<file path="src/rtl/lane_unloader_if.sv">
// Lane write port and streaming output handshake between the lane
// unloader and its producer/consumer.
interface lane_unloader_if #(
  parameter int unsigned W  = 64,
  parameter int unsigned IW = 5
);
  logic          wrEn;
  logic [IW-1:0] wrIdx;
  logic [W-1:0]  wrData;
  logic          start;
  logic          outReady;
  logic          outValid;
  logic [W-1:0]  outData;
  logic [IW-1:0] outIdx;
  logic          busy;
  logic          done;

  modport master (
    output wrEn, wrIdx, wrData, start, outReady,
    input  outValid, outData, outIdx, busy, done
  );

  modport slave (
    input  wrEn, wrIdx, wrData, start, outReady,
    output outValid, outData, outIdx, busy, done
  );
endinterface

</file>
<file path="src/rtl/lane_unloader.sv">
// 25 x 64-bit lane buffer: random-access writes while idle, then streams
// lanes 0..24 in order over a valid/ready handshake.
module lane_unloader (
  input  logic           clk,
  input  logic           rst,
  lane_unloader_if.slave bus
);
  localparam int unsigned LANES = 25;
  localparam int unsigned W     = 64;
  localparam int unsigned IW    = 5;

  typedef enum logic {IDLE, STREAM} state_t;

  state_t        state, state_d;
  logic [IW-1:0] cnt, cnt_d;
  logic [W-1:0]  data_q, data_d;
  logic          done_q, done_d;
  logic [W-1:0]  mem [LANES];
  logic          wr_ok_c;
  logic [IW-1:0] cnt_nxt_c;

  assign wr_ok_c   = bus.wrEn && (bus.wrIdx < IW'(LANES)) && (state == IDLE);
  assign cnt_nxt_c = cnt + IW'(1);

  // Lane storage is never cleared; it is frozen while a stream is in flight.
  always_ff @(posedge clk) begin
    if (wr_ok_c) mem[bus.wrIdx] <= bus.wrData;
  end

  // Next-state and next-output logic; outData is registered, so lane 0 is
  // bypassed from the write port when it is written in the start cycle.
  always_comb begin
    state_d = state;
    cnt_d   = cnt;
    data_d  = data_q;
    done_d  = 1'b0;
    case (state)
      IDLE: begin
        if (bus.start) begin
          state_d = STREAM;
          cnt_d   = '0;
          data_d  = (wr_ok_c && (bus.wrIdx == '0)) ? bus.wrData : mem[0];
        end
      end
      STREAM: begin
        if (bus.outReady) begin
          if (cnt == IW'(LANES - 1)) begin
            state_d = IDLE;
            cnt_d   = '0;
            data_d  = '0;
            done_d  = 1'b1;
          end else begin
            cnt_d  = cnt_nxt_c;
            data_d = mem[cnt_nxt_c];
          end
        end
      end
      default: state_d = IDLE;
    endcase
  end

  always_ff @(posedge clk) begin
    if (!rst) begin
      state  <= IDLE;
      cnt    <= '0;
      data_q <= '0;
      done_q <= 1'b0;
    end else begin
      state  <= state_d;
      cnt    <= cnt_d;
      data_q <= data_d;
      done_q <= done_d;
    end
  end

  assign bus.outValid = (state == STREAM);
  assign bus.busy     = (state == STREAM);
  assign bus.outIdx   = cnt;
  assign bus.outData  = data_q;
  assign bus.done     = done_q;
endmodule

</file>
<file path="src/flat_wrapper.sv">
// flat-port wrapper written by rule: the top's interface ports become plain ports
module lane_unloader_flat 
  (clk, rst, bus_wrEn, bus_wrIdx, bus_wrData, bus_start, bus_outReady, bus_outValid, bus_outData, bus_outIdx, bus_busy, bus_done);
  lane_unloader_if bus_i ();
  input  logic clk;
  input  logic rst;
  input wire logic [$bits(bus_i.wrEn)-1:0] bus_wrEn;
  input wire logic [$bits(bus_i.wrIdx)-1:0] bus_wrIdx;
  input wire logic [$bits(bus_i.wrData)-1:0] bus_wrData;
  input wire logic [$bits(bus_i.start)-1:0] bus_start;
  input wire logic [$bits(bus_i.outReady)-1:0] bus_outReady;
  output wire logic [$bits(bus_i.outValid)-1:0] bus_outValid;
  output wire logic [$bits(bus_i.outData)-1:0] bus_outData;
  output wire logic [$bits(bus_i.outIdx)-1:0] bus_outIdx;
  output wire logic [$bits(bus_i.busy)-1:0] bus_busy;
  output wire logic [$bits(bus_i.done)-1:0] bus_done;
  assign bus_i.wrEn = bus_wrEn;
  assign bus_i.wrIdx = bus_wrIdx;
  assign bus_i.wrData = bus_wrData;
  assign bus_i.start = bus_start;
  assign bus_i.outReady = bus_outReady;
  assign bus_outValid = bus_i.outValid;
  assign bus_outData = bus_i.outData;
  assign bus_outIdx = bus_i.outIdx;
  assign bus_busy = bus_i.busy;
  assign bus_done = bus_i.done;
  lane_unloader u_core (.clk(clk), .rst(rst), .bus(bus_i));
endmodule
</file>
<file path="config.mk">
export PLATFORM = sky130hd
export DESIGN_NAME = lane_unloader_flat
export DESIGN_NICKNAME = d
export VERILOG_FILES = /design/src/rtl/lane_unloader_if.sv /design/src/rtl/lane_unloader.sv /design/src/flat_wrapper.sv
export SDC_FILE = /design/constraint.sdc
export NUM_CORES = 2
export LEC_CHECK = 0
export CELL_PAD_IN_SITES_DETAIL_PLACEMENT = 2
export CELL_PAD_IN_SITES_GLOBAL_PLACEMENT = 2
export CORE_MARGIN = 2
export CORE_UTILIZATION = 44
export CTS_CLUSTER_SIZE = 10
export DETAILED_ROUTE_END_ITERATION = 6
export DONT_BUFFER_PORTS = 1
export PLACE_DENSITY = 0.82
export SETUP_SLACK_MARGIN = 0.2
export SLEW_MARGIN = 20
export SYNTH_ARGS = -nofsm -noshare
export SYNTH_HDL_FRONTEND = slang
export SYNTH_SLANG_ARGS = --single-unit
</file>
<file path="constraint.sdc">
create_clock -name clk -period 4.78 [get_ports clk]
set_input_delay 0.717 -clock clk [delete_from_list [all_inputs] [get_ports clk]]
set_output_delay 0.717 -clock clk [all_outputs]
set_load 0.05 [all_outputs]
</file>
Yosys cells after proc, flatten, opt, wreduce, memory -nomap -nowiden
Memories as Yosys holds them, arrays and structs flattened.
Cells that the tools add are included.
{"block": "word_totals", "output_inout_bits": 72, "inputBits": 74, "wordCells": 33, "ram_bits": 1600, "memories": 1, "reg_bits": 71}
{"block": "op_classes", "add_sub_neg": 1, "n_mux": 16, "eq_ne": 3, "n_bitwise": 1, "n_reduce_logical": 6, "n_lt_le_gt_ge": 1}
{"memory": "u_core.mem", "depth": 25, "word_bits": 64, "read_ports": 2, "rd_ports_with_merged_regs": 0, "write_ports": 1, "line": "lane_unloader.sv:18", "rtl": "logic [W-1:0] mem [LANES];"}
{"cell": "$mux 64", "count": 4}
{"cell": "$pmux 64 s2", "count": 1}
{"cell": "$mux 5", "count": 3}
{"cell": "$pmux 5 s2", "count": 1}
{"cell": "$mux 1", "count": 6}
{"cell": "$add 5x1->5 const B", "count": 1}
{"cell": "$eq 5x5->1 const B", "count": 1}
{"cell": "$logic_not 5->1", "count": 1}
{"cell": "$lt 5x5->1 const B", "count": 1}
{"cell": "$ne 2x2->1 const B", "count": 2}
{"cell": "$logic_and 1x1->1", "count": 3}
{"cell": "$reduce_and 3->1", "count": 1}
{"cell": "$pmux 1 s2", "count": 1}
{"cell": "$reduce_and 2->1", "count": 1}
{"cell": "$not 1->1", "count": 1}

Depth between registers and ports, before layout
{"block": "depth", "ltp_word": 7, "ltp_mapped": 13, "ltp_nobuf": 7}

Least setup slack after synthesis
Ideal clock, no wire load.
{"block": "synth_path", "kind": "input to register", "from": "input bus_wrIdx[0]", "to": "memory u_core.mem[12][0], enable pin", "n_path_buf": 3, "slack_ns": -0.151, "cell_stages": 5, "setup_time_ns": 0.487, "t_arrival_ns": 4.444, "t_required_ns": 4.293, "cell_sequence": "or4b_1 > clkbuf_1 > clkbuf_1 > clkbuf_1 > nor2_1"}
{"block": "synth_via", "elab_chain_len": 5}
{"element": "start: declaration", "line": "flat_wrapper.sv:8", "rtl": "input wire logic [$bits(bus_i.wrIdx)-1:0] bus_wrIdx;"}
{"element": "$lt 5x5->1", "line": "lane_unloader.sv:22", "rtl": "assign wr_ok_c = bus.wrEn && (bus.wrIdx < IW'(LANES)) && (state == IDLE);"}
{"element": "$logic_and 1x1->1 (2 in series)", "line": "lane_unloader.sv:22"}
{"element": "$mux 1", "line": "lane_unloader.sv:27", "rtl": "if (wr_ok_c) mem[bus.wrIdx] <= bus.wrData;"}
{"element": "$mux 1 (implied by the code)", "line": "lane_unloader.sv:27"}
{"element": "end: declaration", "line": "lane_unloader.sv:18"}
Several ways; a longest one is shown, not always the timed one.

Final worst setup path
{"block": "layout_path", "from": "register u_core.cnt[1] (netlist: u_core.bus.outIdx[1])", "to": "register u_core.data_q[43] (netlist: u_core.bus.outData[43])"}
{"block": "layout_via", "elab_chain_len": 5, "word_cells_on_any_way": 6, "classes_between": "1 x add/sub; 1 x eq/ne; 3 x mux; 1 x memory"}
{"element": "start: declaration", "line": "lane_unloader.sv:15", "rtl": "logic [IW-1:0] cnt, cnt_d;"}
{"element": "start signal: assignment", "line": "lane_unloader.sv:70", "rtl": "cnt <= cnt_d;"}
{"element": "$add 5x1->5", "line": "lane_unloader.sv:23", "rtl": "assign cnt_nxt_c = cnt + IW'(1);"}
{"element": "$mem_v2 25x64"}
{"element": "$mux 64 *", "line": "lane_unloader.sv:47", "rtl": "if (cnt == IW'(LANES - 1)) begin"}
{"element": "$mux 64 *", "line": "lane_unloader.sv:46", "rtl": "if (bus.outReady) begin"}
{"element": "$pmux 64 s2 *", "line": "lane_unloader.sv:37", "rtl": "case (state)"}
{"element": "end signal: assignment", "line": "lane_unloader.sv:71", "rtl": "data_q <= data_d;"}
{"element": "end: declaration", "line": "lane_unloader.sv:16", "rtl": "logic [W-1:0] data_q, data_d;"}
Mark *: on every way between the ends. The rest lies on a longest branch, timed or not. The select of a mux whose other input is x is not followed.
A chain may end at the register's enable or synchronous reset.

==> results.json <==
{
  "async_flop_share_pct": 0,
  "ys.flop_type": "edfxtp_1",
  "synth_area_leaders": "edfxtp_1 73%, mux4_2 8.9%, mux2i_1 3.9%",
  "power_mw": 31.6,
  "drtAntennaViolNets": 0,
  "gp_congestion": 0.757,
  "synth_area_um2": 65500,
  "critical-path-top-delay-family": "compound AO/OA/AOI/OAI gates",
  "initial_core_util_pct": 44.3,
  "rows": 141,
  "htreeDepth": 4,
  "min_from": "bus_start",
  "grt_pass1_vias": 43600,
  "hold_viol": 0,
  "r2r_setup_slack_ns": 0.50,
  "finalCritPeriodShare_pct": 89.4,
  "clock-sinks": 1671,
  "mostFrequentLayoutCell": "edfxtp_1",
  "synth_top_area_share_pct": 73.4,
  "core_um2": 148000,
  "r2r_start": "u_core.bus.outIdx[1]",
  "worstPathArrival_ns": 4.94,
  "ys_seq_area_share_pct": 75.6,
  "routed_wl_um": 258000,
  "reg2reg_depth": 8,
  "area_delta_synth_final_pct": 14.1,
  "die-area_um2": 152000,
  "use_met2_pct": 55.7,
  "ioPinCount": 146,
  "synthesis.nets": 3638,
  "dp.cells": 5358,
  "drtIter0Drc": 5926,
  "dpl.hpwl_um": 133000,
  "fmaxAchievable_mhz": 234,
  "cp_slowest_cell": "dfxtp_1",
  "grt_max_degree": 85,
  "syn_inst": 3562,
  "use_met3_pct": 7.88,
  "fin_worst_skew_ns": 0.0247,
  "tightest_slew_ns": 1.28,
  "antenna_found_initial": 16,
  "slew_violations": 0,
  "outcome": "complete, no violations",
  "hold_end": "u_core.bus.busy",
  "layout_common_cells": "1,600 x edfxtp_1, 258 x mux4_2, 252 x mux2i_1, 198 x nand2_1, 190 x clkbuf_16",
  "stdcell_count": 5783,
  "overflow": 0,
  "clk_pin_slew_ns": 0.06,
  "peakVddDrop_mv": 0.413,
  "worst-path-buf-inv": 2,
  "drt-wirelength-per-cell_um": 44.6,
  "fin_nets": 3759,
  "synth.largest_area_cell": "edfxtp_1",
  "layout_setup_ws_ns": 0.504,
  "synth_seq_cells": 1671,
  "grt_setup_unrepaired": "false",
  "tns_ns": 0,
  "drt-vias-per-instance": 6.98,
  "io_buffer_count": 0,
  "grtUsageTotal_pct": 33.8,
  "die_y_um": 390,
  "ctsResizeCount": 0,
  "cts_tree": "built",
  "busiest_layer": "met2",
  "timing.rr.end": "u_core.bus.outData[43]",
  "startpoint_type": "flop",
  "cp_data_required_time_ns": 5.45,
  "dp_slack_ns": 0.917,
  "p_leak_nw": 22.2,
  "slowest_delay_ns": 0.85,
  "worstHoldPathType": "input port to flop",
  "drive_gt1_share_pct": 16.7,
  "cts-root-buf": "clkbuf_16",
  "grtUsageMet1_pct": 41.8,
  "finalSetupViolCount": 0,
  "grt_pass1_wl_um": 356000,
  "final_core_util_pct": 50.6,
  "avgSynthCellArea_um2": 18.4,
  "synth-edff-count": 1600,
  "period_needed_ns": 4.28,
  "clk_path_buf_depth": 3,
  "max-slew-margin-rel_pct": 14.8,
  "crit_chain": "ha_1, buf_4, nand3_1, xnor2_2, nand2_4, buf_12, o32ai_1, o31ai_1",
  "die_x_um": 390,
  "critPathMaxFanout": 41,
  "crit_type": "flop to flop",
  "drc": 0,
  "clkLatencyLatePin_ns": 0.86,
  "cap_violations": 0,
  "end_kind": "flop",
  "numCtsBuffers": 188,
  "dr.pass1.iters": 5,
  "ys_warn_count": 0,
  "ys_types": 46,
  "holdPathStages": 2,
  "p_per_area_nw_per_um2": 423,
  "num_vias": 40300
}
cell families (layout without fill, tap and decap cells):
| logic type | after synthesis | count (layout) | synth area share, % |
|---|---|---|---|
| AO/OA/AOI/OAI | 718 | 718 | 7.11 |
| XOR/XNOR | 6 | 6 | 0.0803 |
| adder cells (fa/ha/maj) | 2 | 2 | 0.0382 |
| buffers and inverters | 254 | 527 | 1.65 |
| flip-flops | 1671 | 1671 | 75.6 |
| multiplexers | 510 | 510 | 12.7 |
| other | 0 | 18 | 0 |
| AND/OR/NAND/NOR | 401 | 401 | 2.84 |
registers in the layout (all words and copies together), names as in the netlist:
signal and count:
u_core.bus.busy 1, u_core.bus.done 1, u_core.bus.outData 64, u_core.bus.outIdx 5, u_core.mem 1600
cells in the mapped netlist, drive strengths merged (2+ instances only):
| master | number |
|---|---|
| o21a | 64 |
| inv | 3 |
| o31ai | 63 |
| a32oi | 2 |
| xnor2 | 4 |
| and2 | 4 |
| edfxtp | 1600 |
| a21oi | 132 |
| or3b | 5 |
| nand3b | 5 |
| nor4 | 63 |
| o22ai | 126 |
| buf | 106 |
| o32ai | 63 |
| xor2 | 2 |
| o21ai | 134 |
| mux4 | 258 |
| nor2 | 34 |
| nor3 | 3 |
| clkbuf | 145 |
| nor2b | 4 |
| ha | 2 |
| mux2i | 252 |
| a21boi | 127 |
| dfxtp | 71 |
| nand2 | 202 |
| nand3 | 71 |
| nand2b | 2 |
metal layers:
metal	share of wire (%)	vias to the layer above
met2	50	3006
met4	4.8	12
met1	36	21700
met5	0.031	-
met3	9.7	707
li1	-	14900
how the worst max path moves through the flow:
stage / endpoint / depth (start not counted) / slack, ns / from
after floorplan: u_core.mem[12][0] / 5 / -0.15 / bus_wrIdx[0]
after global placement: u_core.bus.outData[19] / 9 / 1.19 / u_core.bus.outIdx[1]
after detailed placement: u_core.bus.outData[20] / 9 / 0.92 / u_core.bus.outIdx[1]
after CTS: u_core.bus.outData[20] / 9 / 0.74 / u_core.bus.outIdx[1]
after global routing: u_core.bus.outData[43] / 8 / 0.50 / u_core.bus.outIdx[1]
final: u_core.bus.outData[43] / 8 / 0.50 / u_core.bus.outIdx[1]
where the power goes:
part           internal [mW]  switching [mW]
Combinational          0.458           0.977
Clock                   7.47            6.16
Sequential              16.2           0.365
layout make-up:
cell class / instances / area, um^2
Clock inverter: 16 / 194
Inverter: 3 / 11.3
Clock buffer: 326 / 5290
Tap cell: 1930 / 2410
Sequential cell: 1671 / 49500
Fill cell: 12800 / 72900
Timing Repair Buffer: 182 / 2030
Multi-Input combinational cell: 1637 / 15300
Antenna cell: 18 / 45.0
stage by stage:
stage / cell area [um^2] / hold slack [ns]
4_1_cts: 74700 / 0.0206
5_1_grt: 74700 / 0.114
3_3_place_gp: 68500 / 0.581
3_5_place_dp: 68500 / 0.613
2_1_floorplan: 65500 / 0.550
6_report: 74700 / 0.0588
repair_timing:
| action | in CTS | in global routing |
|---|---|---|
| hold buffers | 64 | 0 |
| endpoints found under the hold margin | 1600 | 0 |
| buffers inserted | 0 | 0 |
Note: power is estimated with default switching activity, not from simulation.
